`config.mk`:
```
export PLATFORM = sky130hd
export DESIGN_NAME = axi_xbar_1ton_flat
export DESIGN_NICKNAME = d
export VERILOG_FILES = /design/src/rtl/axi_xbar_1ton_if.sv /design/src/rtl/axi_xbar_1ton.sv /design/src/flat_wrapper.sv
export SDC_FILE = /design/constraint.sdc
export NUM_CORES = 1
export LEC_CHECK = 0
export ABC_AREA = 1
export BUFFER_PORTS_ARGS = -buffer_cell sky130_fd_sc_hd__clkbuf_2
export CAP_MARGIN = 0
export CORE_AREA = 2 2 271 273
export DETAILED_ROUTE_END_ITERATION = 16
export DIE_AREA = 0 0 273 275
export GPL_ROUTABILITY_DRIVEN = 0
export HOLD_SLACK_MARGIN = 0.06
export PLACE_DENSITY = 0.3
export SETUP_SLACK_MARGIN = 0.15
export SLEW_MARGIN = 10
export SYNTH_ARGS = -nofsm -noshare
export SYNTH_HDL_FRONTEND = slang
export SYNTH_SLANG_ARGS = --single-unit
```
`constraint.sdc`:
```
create_clock -name clk -period 3.3 [get_ports clk]
set_input_delay 0.825 -clock clk [delete_from_list [all_inputs] [get_ports clk]]
set_output_delay 0.825 -clock clk [all_outputs]
set_load 0.01 [all_outputs]
```
`src/rtl/axi_xbar_1ton_if.sv`:
```
// AXI4 bundle for the 1-to-N crossbar; N packs N ports side by side.
// N=1 is the master port, N=NSLV the packed slave ports.
interface axi_xbar_1ton_if #(
  parameter int N      = 1,
  parameter int DATA_W = 32
) ();
  localparam int STRB_W = DATA_W / 8;

  logic [N*32-1:0]     araddr;
  logic [N*8-1:0]      arlen;
  logic [N*3-1:0]      arsize;
  logic [N*2-1:0]      arburst;
  logic [N-1:0]        arvalid;
  logic [N-1:0]        arready;

  logic [N*DATA_W-1:0] rdata;
  logic [N*2-1:0]      rresp;
  logic [N-1:0]        rlast;
  logic [N-1:0]        rvalid;
  logic [N-1:0]        rready;

  logic [N*32-1:0]     awaddr;
  logic [N*8-1:0]      awlen;
  logic [N*3-1:0]      awsize;
  logic [N*2-1:0]      awburst;
  logic [N-1:0]        awvalid;
  logic [N-1:0]        awready;

  logic [N*DATA_W-1:0] wdata;
  logic [N*STRB_W-1:0] wstrb;
  logic [N-1:0]        wlast;
  logic [N-1:0]        wvalid;
  logic [N-1:0]        wready;

  logic [N*2-1:0]      bresp;
  logic [N-1:0]        bvalid;
  logic [N-1:0]        bready;

  modport master (
    output araddr, arlen, arsize, arburst, arvalid,
    input  arready,
    input  rdata, rresp, rlast, rvalid,
    output rready,
    output awaddr, awlen, awsize, awburst, awvalid,
    input  awready,
    output wdata, wstrb, wlast, wvalid,
    input  wready,
    input  bresp, bvalid,
    output bready
  );

  modport slave (
    input  araddr, arlen, arsize, arburst, arvalid,
    output arready,
    output rdata, rresp, rlast, rvalid,
    input  rready,
    input  awaddr, awlen, awsize, awburst, awvalid,
    output awready,
    input  wdata, wstrb, wlast, wvalid,
    output wready,
    output bresp, bvalid,
    input  bready
  );
endinterface

```
`src/rtl/axi_xbar_1ton.sv`:
```
// AXI4 1-master to N-slave crossbar, address-mapped, with
// independent read/write FSMs and local DECERR for unmapped targets.
module axi_xbar_1ton #(
  parameter int              NSLV   = 3,
  parameter int              DATA_W = 32,
  parameter logic [NSLV*32-1:0] BASE = '0,
  parameter logic [NSLV*32-1:0] SIZE = '0,
  parameter int              CHK_WR = 1,
  parameter logic [NSLV-1:0] WR_EN  = '1
) (
  input logic              clk,
  input logic              rst,
  axi_xbar_1ton_if.slave   m,
  axi_xbar_1ton_if.master  s
);
  localparam int STRB_W = DATA_W / 8;
  localparam int SW     = (NSLV > 1) ? $clog2(NSLV) : 1;

  typedef enum logic [1:0] {
    R_IDLE, R_AR, R_DATA, R_ERR
  } r_state_e;

  typedef enum logic [2:0] {
    W_IDLE, W_AW, W_DATA, W_RESP, W_ERR_D, W_ERR_B
  } w_state_e;

  function automatic logic [SW:0] decode(input logic [31:0] a);
    logic [SW-1:0] sel;
    logic          hit;
    logic [31:0]   b;
    logic [31:0]   z;
    sel = '0;
    hit = 1'b0;
    // walk downward so the lowest matching index wins
    for (int i = NSLV - 1; i >= 0; i--) begin
      b = BASE[32*i +: 32];
      z = SIZE[32*i +: 32];
      if (z != 32'd0 && a >= b && (a - b) < z) begin
        hit = 1'b1;
        sel = i[SW-1:0];
      end
    end
    return {hit, sel};
  endfunction

  r_state_e      r_state_q, r_state_d;
  logic [SW-1:0] rsel_q, rsel_d;
  logic [7:0]    rlen_q, rlen_d;
  logic [7:0]    rcnt_q, rcnt_d;
  logic          racc_q, racc_d;
  logic [SW:0]   rdec;
  logic          rlast_e;

  w_state_e      w_state_q, w_state_d;
  logic [SW-1:0] wsel_q, wsel_d;
  logic          wacc_q, wacc_d;
  logic [SW:0]   wdec;
  logic          werr;

  assign rdec    = decode(m.araddr);
  assign wdec    = decode(m.awaddr);
  assign werr    = !wdec[SW] ||
                   (CHK_WR != 0 && !WR_EN[wdec[SW-1:0]]);
  assign rlast_e = (rcnt_q == rlen_q);

  always_comb begin
    r_state_d = r_state_q;
    rsel_d    = rsel_q;
    rlen_d    = rlen_q;
    rcnt_d    = rcnt_q;
    racc_d    = racc_q;
    m.arready = 1'b0;
    m.rdata   = '0;
    m.rresp   = '0;
    m.rlast   = 1'b0;
    m.rvalid  = 1'b0;
    s.araddr  = '0;
    s.arlen   = '0;
    s.arsize  = '0;
    s.arburst = '0;
    s.arvalid = '0;
    s.rready  = '0;
    if (rst) begin
      r_state_d = R_IDLE;
    end else begin
      unique case (r_state_q)
        R_IDLE: begin
          if (m.arvalid) begin
            rsel_d    = rdec[SW-1:0];
            rlen_d    = m.arlen;
            rcnt_d    = '0;
            racc_d    = 1'b0;
            r_state_d = rdec[SW] ? R_AR : R_ERR;
          end
        end
        R_AR: begin
          s.araddr          = {NSLV{m.araddr}};
          s.arlen           = {NSLV{m.arlen}};
          s.arsize          = {NSLV{m.arsize}};
          s.arburst         = {NSLV{m.arburst}};
          s.arvalid[rsel_q] = m.arvalid;
          m.arready         = s.arready[rsel_q];
          if (m.arvalid && s.arready[rsel_q])
            r_state_d = R_DATA;
        end
        R_DATA: begin
          m.rvalid         = s.rvalid[rsel_q];
          s.rready[rsel_q] = m.rready;
          if (s.rvalid[rsel_q]) begin
            m.rdata = s.rdata[rsel_q*DATA_W +: DATA_W];
            m.rresp = s.rresp[rsel_q*2 +: 2];
            m.rlast = s.rlast[rsel_q];
          end
          if (s.rvalid[rsel_q] && m.rready && s.rlast[rsel_q])
            r_state_d = R_IDLE;
        end
        R_ERR: begin
          if (!racc_q) begin
            m.arready = 1'b1;
            if (m.arvalid) racc_d = 1'b1;
          end else begin
            m.rvalid = 1'b1;
            m.rresp  = 2'b11;
            m.rlast  = rlast_e;
            if (m.rready) begin
              if (rlast_e) r_state_d = R_IDLE;
              else rcnt_d = rcnt_q + 8'd1;
            end
          end
        end
        default: r_state_d = R_IDLE;
      endcase
    end
  end

  always_comb begin
    w_state_d = w_state_q;
    wsel_d    = wsel_q;
    wacc_d    = wacc_q;
    m.awready = 1'b0;
    m.wready  = 1'b0;
    m.bresp   = '0;
    m.bvalid  = 1'b0;
    s.awaddr  = '0;
    s.awlen   = '0;
    s.awsize  = '0;
    s.awburst = '0;
    s.awvalid = '0;
    s.wdata   = '0;
    s.wstrb   = '0;
    s.wlast   = '0;
    s.wvalid  = '0;
    s.bready  = '0;
    if (rst) begin
      w_state_d = W_IDLE;
    end else begin
      unique case (w_state_q)
        W_IDLE: begin
          if (m.awvalid) begin
            wsel_d    = wdec[SW-1:0];
            wacc_d    = 1'b0;
            w_state_d = werr ? W_ERR_D : W_AW;
          end
        end
        W_AW: begin
          s.awaddr[wsel_q*32 +: 32] = m.awaddr;
          s.awlen[wsel_q*8 +: 8]    = m.awlen;
          s.awsize[wsel_q*3 +: 3]   = m.awsize;
          s.awburst[wsel_q*2 +: 2]  = m.awburst;
          s.awvalid[wsel_q]         = m.awvalid;
          m.awready                 = s.awready[wsel_q];
          if (m.awvalid && s.awready[wsel_q])
            w_state_d = W_DATA;
        end
        W_DATA: begin
          s.wdata[wsel_q*DATA_W +: DATA_W] = m.wdata;
          s.wstrb[wsel_q*STRB_W +: STRB_W] = m.wstrb;
          s.wlast[wsel_q]  = m.wlast;
          s.wvalid[wsel_q] = m.wvalid;
          m.wready         = s.wready[wsel_q];
          if (m.wvalid && s.wready[wsel_q] && m.wlast)
            w_state_d = W_RESP;
        end
        W_RESP: begin
          m.bvalid         = s.bvalid[wsel_q];
          s.bready[wsel_q] = m.bready;
          if (s.bvalid[wsel_q]) m.bresp = s.bresp[wsel_q*2 +: 2];
          if (s.bvalid[wsel_q] && m.bready)
            w_state_d = W_IDLE;
        end
        W_ERR_D: begin
          // W is held off until the AW beat has been taken
          if (!wacc_q) begin
            m.awready = 1'b1;
            if (m.awvalid) wacc_d = 1'b1;
          end else begin
            m.wready = 1'b1;
            if (m.wvalid && m.wlast) w_state_d = W_ERR_B;
          end
        end
        W_ERR_B: begin
          m.bvalid = 1'b1;
          m.bresp  = 2'b11;
          if (m.bready) w_state_d = W_IDLE;
        end
        default: w_state_d = W_IDLE;
      endcase
    end
  end

  always_ff @(posedge clk) begin
    if (rst) begin
      r_state_q <= R_IDLE;
      w_state_q <= W_IDLE;
    end else begin
      r_state_q <= r_state_d;
      w_state_q <= w_state_d;
    end
    rsel_q <= rsel_d;
    rlen_q <= rlen_d;
    rcnt_q <= rcnt_d;
    racc_q <= racc_d;
    wsel_q <= wsel_d;
    wacc_q <= wacc_d;
  end

`ifdef XBAR_DPI
  always @(posedge clk) begin
    for (int i = 0; i < NSLV; i++) begin
      if (!rst && s.rvalid[i] && s.rready[i] && s.rresp[2*i +: 2] != 2'b00)
        $error("xbar: slave %0d rresp=%0b", i, s.rresp[2*i +: 2]);
      if (!rst && s.bvalid[i] && s.bready[i] && s.bresp[2*i +: 2] != 2'b00)
        $error("xbar: slave %0d bresp=%0b", i, s.bresp[2*i +: 2]);
    end
  end
`endif
endmodule

```
`src/flat_wrapper.sv`:
```
// flat-port wrapper written by rule: the top's interface ports become plain ports
module axi_xbar_1ton_flat 
#(
  parameter int              NSLV   = 3,
  parameter int              DATA_W = 32,
  parameter logic [NSLV*32-1:0] BASE = '0,
  parameter logic [NSLV*32-1:0] SIZE = '0,
  parameter int              CHK_WR = 1,
  parameter logic [NSLV-1:0] WR_EN  = '1
)
  (clk, rst, m_araddr, m_arlen, m_arsize, m_arburst, m_arvalid, m_arready, m_rdata, m_rresp, m_rlast, m_rvalid, m_rready, m_awaddr, m_awlen, m_awsize, m_awburst, m_awvalid, m_awready, m_wdata, m_wstrb, m_wlast, m_wvalid, m_wready, m_bresp, m_bvalid, m_bready, s_araddr, s_arlen, s_arsize, s_arburst, s_arvalid, s_arready, s_rdata, s_rresp, s_rlast, s_rvalid, s_rready, s_awaddr, s_awlen, s_awsize, s_awburst, s_awvalid, s_awready, s_wdata, s_wstrb, s_wlast, s_wvalid, s_wready, s_bresp, s_bvalid, s_bready);
  axi_xbar_1ton_if #(.N(1), .DATA_W(DATA_W)) m_i ();
  axi_xbar_1ton_if #(.N(3), .DATA_W(DATA_W)) s_i ();
  input logic clk;
  input logic rst;
  input wire logic [$bits(m_i.araddr)-1:0] m_araddr;
  input wire logic [$bits(m_i.arlen)-1:0] m_arlen;
  input wire logic [$bits(m_i.arsize)-1:0] m_arsize;
  input wire logic [$bits(m_i.arburst)-1:0] m_arburst;
  input wire logic [$bits(m_i.arvalid)-1:0] m_arvalid;
  output wire logic [$bits(m_i.arready)-1:0] m_arready;
  output wire logic [$bits(m_i.rdata)-1:0] m_rdata;
  output wire logic [$bits(m_i.rresp)-1:0] m_rresp;
  output wire logic [$bits(m_i.rlast)-1:0] m_rlast;
  output wire logic [$bits(m_i.rvalid)-1:0] m_rvalid;
  input wire logic [$bits(m_i.rready)-1:0] m_rready;
  input wire logic [$bits(m_i.awaddr)-1:0] m_awaddr;
  input wire logic [$bits(m_i.awlen)-1:0] m_awlen;
  input wire logic [$bits(m_i.awsize)-1:0] m_awsize;
  input wire logic [$bits(m_i.awburst)-1:0] m_awburst;
  input wire logic [$bits(m_i.awvalid)-1:0] m_awvalid;
  output wire logic [$bits(m_i.awready)-1:0] m_awready;
  input wire logic [$bits(m_i.wdata)-1:0] m_wdata;
  input wire logic [$bits(m_i.wstrb)-1:0] m_wstrb;
  input wire logic [$bits(m_i.wlast)-1:0] m_wlast;
  input wire logic [$bits(m_i.wvalid)-1:0] m_wvalid;
  output wire logic [$bits(m_i.wready)-1:0] m_wready;
  output wire logic [$bits(m_i.bresp)-1:0] m_bresp;
  output wire logic [$bits(m_i.bvalid)-1:0] m_bvalid;
  input wire logic [$bits(m_i.bready)-1:0] m_bready;
  output wire logic [$bits(s_i.araddr)-1:0] s_araddr;
  output wire logic [$bits(s_i.arlen)-1:0] s_arlen;
  output wire logic [$bits(s_i.arsize)-1:0] s_arsize;
  output wire logic [$bits(s_i.arburst)-1:0] s_arburst;
  output wire logic [$bits(s_i.arvalid)-1:0] s_arvalid;
  input wire logic [$bits(s_i.arready)-1:0] s_arready;
  input wire logic [$bits(s_i.rdata)-1:0] s_rdata;
  input wire logic [$bits(s_i.rresp)-1:0] s_rresp;
  input wire logic [$bits(s_i.rlast)-1:0] s_rlast;
  input wire logic [$bits(s_i.rvalid)-1:0] s_rvalid;
  output wire logic [$bits(s_i.rready)-1:0] s_rready;
  output wire logic [$bits(s_i.awaddr)-1:0] s_awaddr;
  output wire logic [$bits(s_i.awlen)-1:0] s_awlen;
  output wire logic [$bits(s_i.awsize)-1:0] s_awsize;
  output wire logic [$bits(s_i.awburst)-1:0] s_awburst;
  output wire logic [$bits(s_i.awvalid)-1:0] s_awvalid;
  input wire logic [$bits(s_i.awready)-1:0] s_awready;
  output wire logic [$bits(s_i.wdata)-1:0] s_wdata;
  output wire logic [$bits(s_i.wstrb)-1:0] s_wstrb;
  output wire logic [$bits(s_i.wlast)-1:0] s_wlast;
  output wire logic [$bits(s_i.wvalid)-1:0] s_wvalid;
  input wire logic [$bits(s_i.wready)-1:0] s_wready;
  input wire logic [$bits(s_i.bresp)-1:0] s_bresp;
  input wire logic [$bits(s_i.bvalid)-1:0] s_bvalid;
  output wire logic [$bits(s_i.bready)-1:0] s_bready;
  assign m_i.araddr = m_araddr;
  assign m_i.arlen = m_arlen;
  assign m_i.arsize = m_arsize;
  assign m_i.arburst = m_arburst;
  assign m_i.arvalid = m_arvalid;
  assign m_arready = m_i.arready;
  assign m_rdata = m_i.rdata;
  assign m_rresp = m_i.rresp;
  assign m_rlast = m_i.rlast;
  assign m_rvalid = m_i.rvalid;
  assign m_i.rready = m_rready;
  assign m_i.awaddr = m_awaddr;
  assign m_i.awlen = m_awlen;
  assign m_i.awsize = m_awsize;
  assign m_i.awburst = m_awburst;
  assign m_i.awvalid = m_awvalid;
  assign m_awready = m_i.awready;
  assign m_i.wdata = m_wdata;
  assign m_i.wstrb = m_wstrb;
  assign m_i.wlast = m_wlast;
  assign m_i.wvalid = m_wvalid;
  assign m_wready = m_i.wready;
  assign m_bresp = m_i.bresp;
  assign m_bvalid = m_i.bvalid;
  assign m_i.bready = m_bready;
  assign s_araddr = s_i.araddr;
  assign s_arlen = s_i.arlen;
  assign s_arsize = s_i.arsize;
  assign s_arburst = s_i.arburst;
  assign s_arvalid = s_i.arvalid;
  assign s_i.arready = s_arready;
  assign s_i.rdata = s_rdata;
  assign s_i.rresp = s_rresp;
  assign s_i.rlast = s_rlast;
  assign s_i.rvalid = s_rvalid;
  assign s_rready = s_i.rready;
  assign s_awaddr = s_i.awaddr;
  assign s_awlen = s_i.awlen;
  assign s_awsize = s_i.awsize;
  assign s_awburst = s_i.awburst;
  assign s_awvalid = s_i.awvalid;
  assign s_i.awready = s_awready;
  assign s_wdata = s_i.wdata;
  assign s_wstrb = s_i.wstrb;
  assign s_wlast = s_i.wlast;
  assign s_wvalid = s_i.wvalid;
  assign s_i.wready = s_wready;
  assign s_i.bresp = s_bresp;
  assign s_i.bvalid = s_bvalid;
  assign s_bready = s_i.bready;
  axi_xbar_1ton #(.NSLV(NSLV), .DATA_W(DATA_W), .BASE(BASE), .SIZE(SIZE), .CHK_WR(CHK_WR), .WR_EN(WR_EN)) u_core (.clk(clk), .rst(rst), .m(m_i), .s(s_i));
endmodule
```
==> reports/results.ini <==
[setup_path]
timing_worst_setup_path_type = primary input to primary output
critPathBufInv = 4
critPathTopFamily = buffers and inverters
cp.arrival_ns = 2.17
cp.required_ns = 2.47
path_cells = clkbuf_2 > inv_2 > nand2_1 > buf_4 > nor2_1 > clkbuf_2
cp-end-kind = primary output
max_stage_delay_ns = 0.41
crit_slowest_cell = buf_4
startpoint_type = primary input
crit_fanout = 47
critPathMostFrequentCell = clkbuf_2

[power_and_ir_drop]
p_clk_share_pct = 13.4
combPwrFrac_pct = 64.5
p_total_mw = 2.179
p_int_mw = 1.044
switching_share_pct = 52.10
netSwitchingPower_mw = 1.135
seqPwrFrac_pct = 22.2
p_leak_nw = 4.111
ir_drop_mv = 0.1271
power.density_mw_per_mm2 = 316.5

[sta]
slew_headroom_pct = 53.98
hold_slack_ns = 0.5461
fin_ws_ns = 0.3013
finalCriticalPeriod_ns = 2.999
finalCritPeriodShare_pct = 90.87
rsz0062_at_grt = false
worst_pin_slew_ns = 0.6878
skew_ns = 0.007314
setup_violations = 0
setup_tns_ns = 0
finalHoldViolations = 0
fmax_mhz = 333.5
drv_slew = 0

[final_layout]
seqCellArea_um2 = 640.6
fillers = 8629
area_growth_pct = 43.87
layout.nets = 1406
antenna_cells = 0
drive_above_1_share_pct = 41.09
multiInputGateArea_mm2 = 0.002255

[logic_synthesis]
yosysWarnings = 0
synth-seq-cells = 23
syn_inst = 803
ys.flop_type = edfxtp_1
synth_top_area_cell = buf_4
ys_top_cells_by_area = buf_4, nor2_1, edfxtp_1, nand2_1, inv_1
synthArstFlopShare_pct = 0
synth_cell_types = 29
ys_seq_area_share_pct = 13.39
netlist.area_leader.share_pct = 41.41
synthesis.area_mm2 = 0.004786
synth_edf_count = 18
synth.avg_cell_area_um2 = 5.960

[cts]
clock_latency_ns = 0.28
cts_made_buffers = 3
cts.htree.levels = 1
cts.sinks = 23
cts-root-buf = clkbuf_16
cts_tree = done
cts_resized = 0
post_cts_buffers = 0
clk_pin_slew_ns = 0.07
hold_buffers = 0
clockBufferDepth = 2

[floorplan]
chipWidth_um = 273
die_h_um = 275
ios = 698
core_mm2 = 0.07234
dieArea_mm2 = 0.07508
rows = 99
start_util_pct = 6.616

[flow_run]
drv_cap = 0

[placed_design]
place_ws_ns = 0.2275
io_buffer_count = 439
hpwl_mm = 19.13

[global_route]
grt_max_degree = 48
grt_pass1_vias = 4506
grt_overflow = 0
antenna_found_initial = 5
grt_pass1_wl_mm = 27.19
grtUsageTotal_pct = 4.904

[min_path]
hold_path.class = register to register

[detailed_routing]
vias = 5176
post_drt_wl_per_cell_um = 10.07
via_per_inst = 2.467
totalWireLength_mm = 21.13
drtAntennaViolNets = 0
drc = 0
drtPass1Iterations = 4
drt-initial-drc-count = 149

[run_status]
outcome = finished, final reports clean

[tightest hold or removal path, stage by stage (launching register included)]
cell	delay, ns
dfxtp_1	0.37
nand2_1	0.09
a21oi_1	0.05
[synth_stat cells, types with 3 or more instances]
master and instances:
buf_4 264, nor2_1 182, nand2_1 130, inv_1 106, edfxtp_1 18, a21oi_1 16
nand3_1 13, clkbuf_1 11, buf_1 7, buf_2 7, ha_1 6, xnor2_1 6
dfxtp_1 5, buf_6 4, inv_2 4, nor3_1 4, nand4_1 3
[logic make-up (layout without fill, tap and decap cells)]
group | Yosys count | in the layout | synth area share (%)
compound gates | 26 | 26 | 3.163
xor+xnor | 6 | 6 | 1.098
fa+ha+maj | 6 | 6 | 1.569
buf+inv | 403 | 566 | 53.12
flops | 23 | 23 | 13.39
other cells | 1 | 174 | 0.07836
simple gates | 338 | 338 | 27.58
[worst paths after layout]
check                                                      start                          endpoint  slack, ns  cells past startpoint
worst min register to register  u_core.w_state_q[1]$_SDFFE_PP0P_  u_core.w_state_q[1]$_SDFFE_PP0P_       0.55                      2
worst max-delay path                                         rst                       s_awaddr[9]       0.30                      6
worst min-delay path            u_core.w_state_q[1]$_SDFFE_PP0P_  u_core.w_state_q[1]$_SDFFE_PP0P_       0.55                      2
worst max register to register  u_core.r_state_q[1]$_SDFFE_PP0P_  u_core.r_state_q[1]$_SDFFE_PP0P_       1.45                     10
[routing by layer]
| metal | routed length (µm) | vias up | GRT usage, % |
|---|---|---|---|
| met5 | 49 | - | 0 |
| met4 | 361 | 8 | 1.654 |
| met3 | 1673 | 17 | 1.004 |
| met2 | 11500 | 314 | 9.565 |
| met1 | 7543 | 2251 | 5.183 |
| li1 | - | 2586 | - |
[per-stage QoR]
stage	cell area, µm²	cells	utilization (%)
3_5_place_dp	6803	2094	9.404
3_3_place_gp	6803	2094	9.404
5_1_grt	6885	2098	9.518
6_report	6885	2098	9.518
2_1_floorplan	5435	976	-
4_1_cts	6885	2098	9.518
[placed cells by master (no fill, tap or decap), drive strengths merged]
cell type  netlist  routed
clkbuf          11     442
nor2           183     183
conb             1     174
nand2          132     132
inv            110     110
edfxtp          18      18
a21oi           17      17
nand3           13      13
buf            282      13
xnor2            6       6
ha               6       6
nor3             6       6
dfxtp            5       5
o21ai            4       4
nand4            3       3
o21a             2       2
nor4             1       1
o32ai            1       1
o22ai            1       1
a211oi           1       1
clkinvlp         0       1
[area by class of cell]
| class | instances | area share [%] |
|---|---|---|
| sequential | 23 | 9.304 |
| inverter | 110 | 5.997 |
| multi-input combinational | 550 | 32.75 |
| clock inverter | 1 | 0.1090 |
| clock buffer | 3 | 1.090 |
| tap | 959 | 17.43 |
| timing repair buffer | 452 | 33.33 |
[power groups by stage]
stage	Combinational (mW)	Sequential, mW	Clock [mW]
2_1_floorplan	1.15	0.468	0
3_3_place_gp	1.44	0.492	0
3_5_place_dp	1.42	0.491	0
4_1_cts	1.43	0.485	0.315
5_1_grt	1.58	0.497	0.314
6_report	1.41	0.483	0.291
[sequential cells by signal, summed over array words and instances (netlist names)]
signal / count
u_core.w_state_q: 3
u_core.rcnt_q: 8
u_core.rlen_q: 8
u_core.wacc_q: 1
u_core.r_state_q: 2
u_core.racc_q: 1
(Power assumes the default switching activity.)
